`config.mk`:
```
export PLATFORM = sky130hd
export DESIGN_NAME = avgpool2d_stream_ctrl
export DESIGN_NICKNAME = d
export VERILOG_FILES = /design/src/rtl/avgpool2d_stream_ctrl.sv
export SDC_FILE = /design/constraint.sdc
export NUM_CORES = 1
export LEC_CHECK = 0
export ABC_AREA = 1
export CELL_PAD_IN_SITES_DETAIL_PLACEMENT = 1
export CELL_PAD_IN_SITES_GLOBAL_PLACEMENT = 1
export CORE_MARGIN = 1
export CORE_UTILIZATION = 44
export DETAILED_ROUTE_END_ITERATION = 12
export PLACE_DENSITY = 0.92
export SETUP_SLACK_MARGIN = 0.4
export SLEW_MARGIN = 0
export SYNTH_ARGS = -nofsm -noshare
export SYNTH_HDL_FRONTEND = slang
export SYNTH_SLANG_ARGS = --single-unit
```
`constraint.sdc`:
```
create_clock -name clk -period 3.7 [get_ports clk]
set_input_delay 0.37 -clock clk [delete_from_list [all_inputs] [get_ports clk]]
set_output_delay 0.37 -clock clk [all_outputs]
set_load 0.01 [all_outputs]
```
`src/rtl/avgpool2d_stream_ctrl.sv`:
```
// avgpool2d_stream_ctrl: streaming KxK average-pool sequencer (stride = K).
// Accepts a channel-major raster pixel stream for one frame per start pulse.
// Each window is summed in a per-column accumulator bank, and a pooled row is
// drained as a valid/ready stream once its last input pixel has arrived.
// Optional feature: define AVGPOOL_CTRL_STALL_CNT_EN to add the stall_cnt
// output port, which counts back-pressure cycles and input-starved cycles.
module avgpool2d_stream_ctrl #(
  parameter int CH    = 1,
  parameter int IN_H  = 4,
  parameter int IN_W  = 4,
  parameter int K     = 2,
  parameter int WIDTH = 16
) (
  input  logic                    clk,
  input  logic                    rst,
  input  logic                    start,
  output logic                    busy,
  output logic                    done,
  input  logic                    in_valid,
  output logic                    in_ready,
  input  logic signed [WIDTH-1:0] in_data,
  output logic                    out_valid,
  input  logic                    out_ready,
  output logic signed [WIDTH-1:0] out_data,
  output logic                    out_last
`ifdef AVGPOOL_CTRL_STALL_CNT_EN
  ,
  output logic [31:0]             stall_cnt
`endif
);

  localparam int OUT_H     = IN_H / K;
  localparam int OUT_W     = IN_W / K;
  localparam int D         = K * K;
  localparam int ACC_WIDTH = WIDTH + $clog2(D) + 1;
  localparam int RW        = ACC_WIDTH + 1;
  localparam int WW        = $clog2(IN_W + 1);
  localparam int HW        = $clog2(IN_H + 1);
  localparam int CW        = $clog2(CH + 1);
  localparam int KW        = $clog2(K + 1);
  localparam int OW        = $clog2(OUT_W + 1);

  if (K < 1 || K > IN_H || K > IN_W) begin : g_bad_k
    $error("avgpool2d_stream_ctrl: K must satisfy 1 <= K <= IN_H and K <= IN_W");
  end

  typedef enum logic [1:0] {IDLE, ACCUM, DRAIN, DONE} state_t;

  state_t                       state, state_nx;
  logic [WW-1:0]                w;
  logic [HW-1:0]                h;
  logic [CW-1:0]                c;
  logic [KW-1:0]                wk, hk;
  logic [OW-1:0]                ow, ld_idx, out_idx;
  logic signed [ACC_WIDTH-1:0]  acc [OUT_W];
  logic signed [ACC_WIDTH-1:0]  acc_sel;
  logic signed [ACC_WIDTH-1:0]  px_ext;
  logic                         frame_end, drain_last;
  logic                         accept, last_col, last_row, last_ch, in_win;
  logic                         drain_hit, frame_hit, hs, last_hs, load;

  // Round half away from zero: divide |acc| by D, then restore the sign.
  function automatic logic signed [WIDTH-1:0] round_avg(input logic signed [ACC_WIDTH-1:0] a);
    logic [RW-1:0]    ax, m;
    logic [WIDTH-1:0] mag;
    ax  = {a[ACC_WIDTH-1], a};
    m   = a[ACC_WIDTH-1] ? (~ax + RW'(1)) : ax;
    mag = WIDTH'((m + RW'(D / 2)) / RW'(D));
    return a[ACC_WIDTH-1] ? (~mag + WIDTH'(1)) : mag;
  endfunction

  assign px_ext    = {{(ACC_WIDTH - WIDTH){in_data[WIDTH-1]}}, in_data};
  assign accept    = (state == ACCUM) && in_valid;
  assign last_col  = (w == WW'(IN_W - 1));
  assign last_row  = (h == HW'(IN_H - 1));
  assign last_ch   = (c == CW'(CH - 1));
  assign in_win    = (h < HW'(OUT_H * K)) && (w < WW'(OUT_W * K));
  assign drain_hit = accept && last_col && (hk == KW'(K - 1)) && (h < HW'(OUT_H * K));
  assign frame_hit = accept && last_col && last_row && last_ch;
  assign hs        = out_valid && out_ready;
  assign last_hs   = hs && (out_idx == OW'(OUT_W - 1));
  assign load      = (state == DRAIN) && (ld_idx < OW'(OUT_W)) && (!out_valid || out_ready);

  assign busy      = (state != IDLE);
  assign done      = (state == DONE);
  assign in_ready  = (state == ACCUM);

  // Select the accumulator being loaded into the output register.
  always_comb begin
    acc_sel = '0;
    for (int unsigned i = 0; i < OUT_W; i++) begin
      if (ld_idx == OW'(i)) acc_sel = acc[i];
    end
  end

  // State register.
  always_ff @(posedge clk or posedge rst) begin
    if (rst) state <= IDLE;
    else     state <= state_nx;
  end

  // Next-state logic; a drain takes priority over frame end when the last pixel closes a window row.
  always_comb begin
    state_nx = state;
    unique case (state)
      IDLE:  if (start) state_nx = ACCUM;
      ACCUM: begin
        if (drain_hit)      state_nx = DRAIN;
        else if (frame_hit) state_nx = DONE;
      end
      DRAIN: if (last_hs) state_nx = frame_end ? DONE : ACCUM;
      DONE:  state_nx = IDLE;
      default: state_nx = IDLE;
    endcase
  end

  // Raster counters, frame/drain flags and the accumulator bank.
  always_ff @(posedge clk or posedge rst) begin
    if (rst) begin
      w <= '0; h <= '0; c <= '0; wk <= '0; hk <= '0; ow <= '0;
      frame_end <= 1'b0; drain_last <= 1'b0;
      for (int unsigned i = 0; i < OUT_W; i++) acc[i] <= '0;
    end else if (state == IDLE) begin
      w <= '0; h <= '0; c <= '0; wk <= '0; hk <= '0; ow <= '0;
      frame_end <= 1'b0; drain_last <= 1'b0;
      for (int unsigned i = 0; i < OUT_W; i++) acc[i] <= '0;
    end else begin
      if (accept) begin
        if (last_col) begin
          w <= '0; wk <= '0; ow <= '0;
          if (last_row) begin
            h <= '0; hk <= '0;
            c <= last_ch ? '0 : c + CW'(1);
          end else begin
            h  <= h + HW'(1);
            hk <= (hk == KW'(K - 1)) ? '0 : hk + KW'(1);
          end
        end else begin
          w <= w + WW'(1);
          if (wk == KW'(K - 1)) begin
            wk <= '0;
            ow <= ow + OW'(1);
          end else begin
            wk <= wk + KW'(1);
          end
        end
      end
      if (frame_hit) frame_end <= 1'b1;
      if (drain_hit) drain_last <= (h == HW'(OUT_H * K - 1)) && last_ch;
      for (int unsigned i = 0; i < OUT_W; i++) begin
        if (accept && in_win && ow == OW'(i))  acc[i] <= acc[i] + px_ext;
        else if (hs && out_idx == OW'(i))      acc[i] <= '0;
      end
    end
  end

  // Output register: loads the next entry when empty or when the held one is taken.
  always_ff @(posedge clk or posedge rst) begin
    if (rst) begin
      out_valid <= 1'b0; out_data <= '0; out_last <= 1'b0;
      ld_idx <= '0; out_idx <= '0;
    end else if (drain_hit) begin
      ld_idx <= '0;
    end else if (load) begin
      out_valid <= 1'b1;
      out_data  <= round_avg(acc_sel);
      out_last  <= drain_last && (ld_idx == OW'(OUT_W - 1));
      out_idx   <= ld_idx;
      ld_idx    <= ld_idx + OW'(1);
    end else if (hs) begin
      out_valid <= 1'b0;
      out_last  <= 1'b0;
    end
  end

`ifdef AVGPOOL_CTRL_STALL_CNT_EN
  // Saturating count of output back-pressure and input-starved cycles.
  always_ff @(posedge clk or posedge rst) begin
    if (rst)                                                   stall_cnt <= '0;
    else if (state == IDLE && start)                           stall_cnt <= '0;
    else if (((out_valid && !out_ready) || (state == ACCUM && !in_valid)) &&
             stall_cnt != '1)                                  stall_cnt <= stall_cnt + 32'd1;
  end
`endif

endmodule

```
# Word level (Yosys, flattened, before mapping)
# Cells that the tools add are included.
# Widths: inputs -> output; s select.
dict set report word_totals {
  regBits 77
  input_bits 21
  elab_cells 137
}
dict set report classes {
  addsub 12
  magnitude_cmp 3
  n_eq_ne 13
  mux 49
  n_bitwise 4
  reduce_logical 40
}
# cell n
set op_table {}
lappend op_table {{$mux 19} 6}
lappend op_table {{$mux 2} 20}
lappend op_table {{$add 19x16->19} 2}
lappend op_table {{$mux 38} 1}
lappend op_table {{$mux 3} 7}
lappend op_table {{$add 18x1->18 const B} 1}
lappend op_table {{$add 18x2->18 const B} 1}
lappend op_table {{$mux 18} 1}
lappend op_table {{$not 18->18} 1}
lappend op_table {{$logic_and 1x1->1} 17}
lappend op_table {{$add 16x1->16 const B} 1}
lappend op_table {{$mux 16} 1}
lappend op_table {{$not 16->16} 1}
lappend op_table {{$reduce_bool 2->1} 8}
lappend op_table {{$eq 2x1->1 const B} 6}
lappend op_table {{$mux 1} 12}
lappend op_table {{$reduce_bool 3->1} 3}
lappend op_table {{$add 2x1->2 const B} 4}
lappend op_table {{$logic_not 2->1} 4}
lappend op_table {{$pmux 2 s4} 1}
lappend op_table {{$reduce_and 2->1} 4}
lappend op_table {{$add 3x1->3 const B} 2}
lappend op_table {{$eq 3x2->1 const B} 2}
lappend op_table {{$lt 3x3->1 const B} 2}
lappend op_table {{9 further kinds} 13}

# Longest topological paths before layout
dict set report logic_depth {
  ltp_word 10
  mapped_depth 29
  mapped_depth_nobuf 27
}

# Worst setup path after synthesis
# Ideal clock, no wire load.
dict set report synth_path {
  path_type {reg2reg}
  startpoint {register ld_idx[1]}
  endpoint {register out_data[11]}
  setup_time_ps 119
  arrival_time_ps 2931
  required_ps 3581
  slack_ps 650
  stages_incl_launch_ff 29
  path_buffers 2
  path_cell_list {dfrtp_1 > inv_1 > ha_1 > buf_6 > inv_8 > buf_12 > nand2_4 > nand2_4 > ha_1 > inv_1 > nand3_1 > nand2_1 > nand2_1 > inv_2 > ha_1 > nand3_2 > inv_1 > nand2_1 > nor2_4 > nand2_1 > nand2_1 > nand2_2 > nor2_4 > nand3_2 > nor2_4 > nor2_1 > or2_1 > nand3_1 > nand2_1}
}
dict set report synth_via {
  elab_chain_cells 10
  word_cells_on_any_way 15
}
# element line_no
set synth_rtl {}
lappend synth_rtl {{from (decl)} 54} ;# logic [OW-1:0] ow, ld_idx, out_idx;
lappend synth_rtl {{from (signal assigned)} 169} ;# ld_idx <= ld_idx + OW'(1);
lappend synth_rtl {{$logic_not 2->1} 92} ;# if (ld_idx == OW'(i)) acc_sel = acc[i];
lappend synth_rtl {{$mux 19 (2 in series)} 92}
lappend synth_rtl {{$not 18->18} 67} ;# m = a[ACC_WIDTH-1] ? (~ax + RW'(1)) : ax;
lappend synth_rtl {{$add 18x1->18} 67}
lappend synth_rtl {{$mux 18} 67}
lappend synth_rtl {{$add 18x2->18} 68} ;# mag = WIDTH'((m + RW'(D / 2)) / RW'(D));
lappend synth_rtl {{$not 16->16} 69} ;# return a[ACC_WIDTH-1] ? (~mag + WIDTH'(1)) : mag;
lappend synth_rtl {{$add 16x1->16} 69}
lappend synth_rtl {{$mux 16} 69}
lappend synth_rtl {{to (signal assigned)} 166} ;# out_data <= round_avg(acc_sel);
lappend synth_rtl {{to (decl)} 24} ;# output logic signed [WIDTH-1:0] out_data,
# Several ways; a longest one is shown, not always the timed one.
# A chain may end at the register's enable or synchronous reset.

# Worst setup path after layout
dict set report layout_path {
  startpoint {register ld_idx[1]}
  endpoint {register out_data[6]}
}
# The elaborated chain is that of the path after synthesis.

==> flow_metrics.env <==
export IMPL_utilization_pct=54.3
export IMPL_yosys_cell_types_count=51
export IMPL_hpwl_um=15700
export IMPL_status="complete, but fails checks"
export IMPL_nets=1090
export IMPL_maxCapViolCount=0
export IMPL_slew_viol_final=0
export IMPL_tightest_slew_ps=1010
export IMPL_crit_top_cell="nand2_1"
export IMPL_avgViaCountPerCell=5.90
export IMPL_worst_path_buf_inv=5
export IMPL_async_flop_share_pct=100
export IMPL_grt_overflow_total=0
export IMPL_htree_num_levels=3
export IMPL_synth_area_per_cell_um2=6.88
export IMPL_slowest_delay_ps=390
export IMPL_cts_tree="yes"
export IMPL_relSlewSlack_pct=31.8
export IMPL_cp_start_kind="flop"
export IMPL_violations="DRC"
export IMPL_synth_edf_count=0
export IMPL_cp_slowest_cell="dfrtp_1"
export IMPL_drtPass1Iterations=9
export IMPL_cts_sinks=76
export IMPL_drt_initial_drc_count=458
export IMPL_rsz0062_at_grt="true"
export IMPL_crit_required_ps=3930
export IMPL_irDropWorstVdd_v=0.000164
export IMPL_syn_to_final_growth_pct=19.9
export IMPL_initial_core_util_pct=45.3
export IMPL_drcViolationCount=4
export IMPL_yosysWarnings=0
export IMPL_diodes=0
export IMPL_fmax_mhz=299
export IMPL_dpl_cell_count=1182
export IMPL_syn_area_um2=6630
export IMPL_cts_path_max_buffers=2
export IMPL_die_h_um=125
export IMPL_total_power_mw=1.92
export IMPL_cts_hold_buffers=0
export IMPL_holdWs_ps=356
export IMPL_finalClockSkew_ps=10.5
export IMPL_rr_startpoint="ld_idx[1]"
export IMPL_dieArea_um2=15600
export IMPL_ys_flop_type="dfrtp_1"
export IMPL_placed_area_um2=7210
export IMPL_antenna_found_initial=0
export IMPL_fin_area_um2=7950
export IMPL_rows=44
export IMPL_wl_per_cell_um=20.3
export IMPL_synth_cells=964
export IMPL_setup_tns_ps=0
export IMPL_io_pins=42
export IMPL_cts_made_buffers=9
export IMPL_core_um2=14600
export IMPL_clk_pin_slew_ps=70
export IMPL_crit_path_cell_trace="inv_4 > ha_4 > buf_4 > clkbuf_16 > o21ai_4 > buf_4 > nand3_2 > nand2_2 > nand2_1 > nand2_1 > ha_1 > nand2_1 > nor2_2 > nand4_1 > buf_4 > nand2_1 > xor2_1 > o21ai_0"
export IMPL_period_share_pct=90.4
export IMPL_dp_slack_ps=156
export IMPL_finalNonFillerCells=1209
export IMPL_clock_latency_ps=370
export IMPL_min_period_ps=3340
export IMPL_path_max_fanout=11
export IMPL_hold_path_class="input pin to asynchronous set/reset pin"
export IMPL_leakage_nw=4.14
export IMPL_synth_yosys_seq_area_share_pct=28.7
export IMPL_die_w_um=125
export IMPL_cts_root_buffer="clkbuf_16"
export IMPL_place_gp_congestion=0.868
export IMPL_cp_end_kind="flop"
export IMPL_grt_max_degree=48
export IMPL_final_layout_size_suffix_gt1_share_pct=16.3
export IMPL_r2r_slack_ps=360
export IMPL_path_delay_family="simple AND/OR/NAND/NOR gates"
export IMPL_setup_slack_ps=356
export IMPL_rr_worst_depth=18
export IMPL_vias=7139
export IMPL_syn_nets=1032
export IMPL_powerDensity_nw_per_um2=242
export IMPL_setup_viol=0
export IMPL_grt_usage_pct=28.4
export IMPL_antenna_left=0
export IMPL_ys_ff_latch=76
export IMPL_critPathArrivalTime_ps=3570
export IMPL_fillers=1885
export IMPL_hold_viol=0
export IMPL_worstSetupPathType="flop to flop"
export IMPL_grt_pass1_vias=7195
export IMPL_rr_endpoint="out_data[6]"
export IMPL_numPortBuffers=41
export IMPL_grt_pass1_wl_um=35100
export IMPL_drt_total_wl_um=24500
## worst max-delay path by stage
stage	start	endpoint	slack, ps	cells past startpoint
detailed placement	in_data[0]	acc[33]	160	19
floorplan	ld_idx[1]	out_data[11]	650	28
CTS	ld_idx[1]	out_data[11]	410	22
global route	ld_idx[0]	out_data[6]	190	20
finish	ld_idx[1]	out_data[6]	360	18
global placement	in_data[0]	acc[33]	390	19
## cell usage after synthesis (8+ instances only)
master   number  share of area (%)
a21oi_1      53                4.0
dfrtp_1      76                 29
ha_1         45                8.5
inv_1        99                5.6
nand2_1     286                 16
nand2_2      31                2.9
nand2_4       8                1.4
nand3_1      60                4.5
nand4_1      11                1.0
nor2_1       78                4.4
o21ai_0      72                5.4
xor2_1       13                1.7
## flip-flops by register name (all words and copies together) (netlist names)
signal / flops
acc: 38
drain_last: 1
frame_end: 1
h: 3
hk: 2
ld_idx: 2
out_data: 16
out_idx: 2
out_last: 1
out_valid: 1
ow: 2
state: 2
w: 3
wk: 2
## cells by family after synthesis
family                     after synthesis  synth area share, %
and+or+nand+nor                        516                 35.6
AOI/OAI and AO/OA                      177                 15.6
buffers and inverters                  128                 8.44
DFF                                     76                 28.7
adders and majority gates               47                 9.10
xor gates and xnor gates                20                 2.64
## power by group
group | leakage [nW] | total, mW | switching [mW] | internal [mW]
Combinational | 3.06 | 0.156 | 0.0977 | 0.0586
Sequential | 0.941 | 0.833 | 0.00106 | 0.832
Clock | 0.140 | 0.932 | 0.398 | 0.534
## cell usage in the layout, fill, tap and decap left out, drive strengths merged, types with 2 or more instances in the layout
| cell type | instances |
|---|---|
| ha | 45 |
| xor2 | 13 |
| dfrtp | 76 |
| buf | 22 |
| clkbuf | 12 |
| o21bai | 4 |
| a21oi | 53 |
| nor3 | 7 |
| clkdlybuf4s50 | 41 |
| nand3b | 5 |
| o2111ai | 3 |
| or2 | 6 |
| a21boi | 2 |
| o31ai | 4 |
| xnor2 | 7 |
| o211ai | 3 |
| nand3 | 65 |
| fa | 2 |
| nor4 | 3 |
| nor2 | 92 |
| o22ai | 7 |
| clkinv | 7 |
| a32o | 3 |
| nand2 | 325 |
| o21a | 2 |
| a22o | 3 |
| inv | 105 |
| o21ai | 85 |
| a31oi | 4 |
| nand4 | 12 |
## metal layers
metal  share of wire [%]  vias up  global-route usage [%]
met3                 5.8       96                    4.64
met2                  49      271                    50.7
met4                 3.9        0                    12.1
met1                  41     3470                    33.7
met5                   0        -                       0
li1                    -     3302                       -
## layout make-up
| class | instances | area (um^2) | area share [%] |
|---|---|---|---|
| clock buffers | 10 | 239 | 3.01 |
| clock inverters | 4 | 51.3 | 0.645 |
| inverters | 110 | 429 | 5.40 |
| multi-input cells | 760 | 4420 | 55.6 |
| flip-flops and latches | 76 | 1900 | 23.9 |
| well taps | 184 | 230 | 2.90 |
| repair buffers | 65 | 674 | 8.48 |
## timing repair
item | in CTS | in global routing
cloned | 0 | 2
pin swaps | 0 | 30
gates resized for setup | 12 | 74
setup buffers | 0 | 11
endpoints found under the setup margin | 8 | 11
No activity file was read; power rests on OpenSTA's default activity.
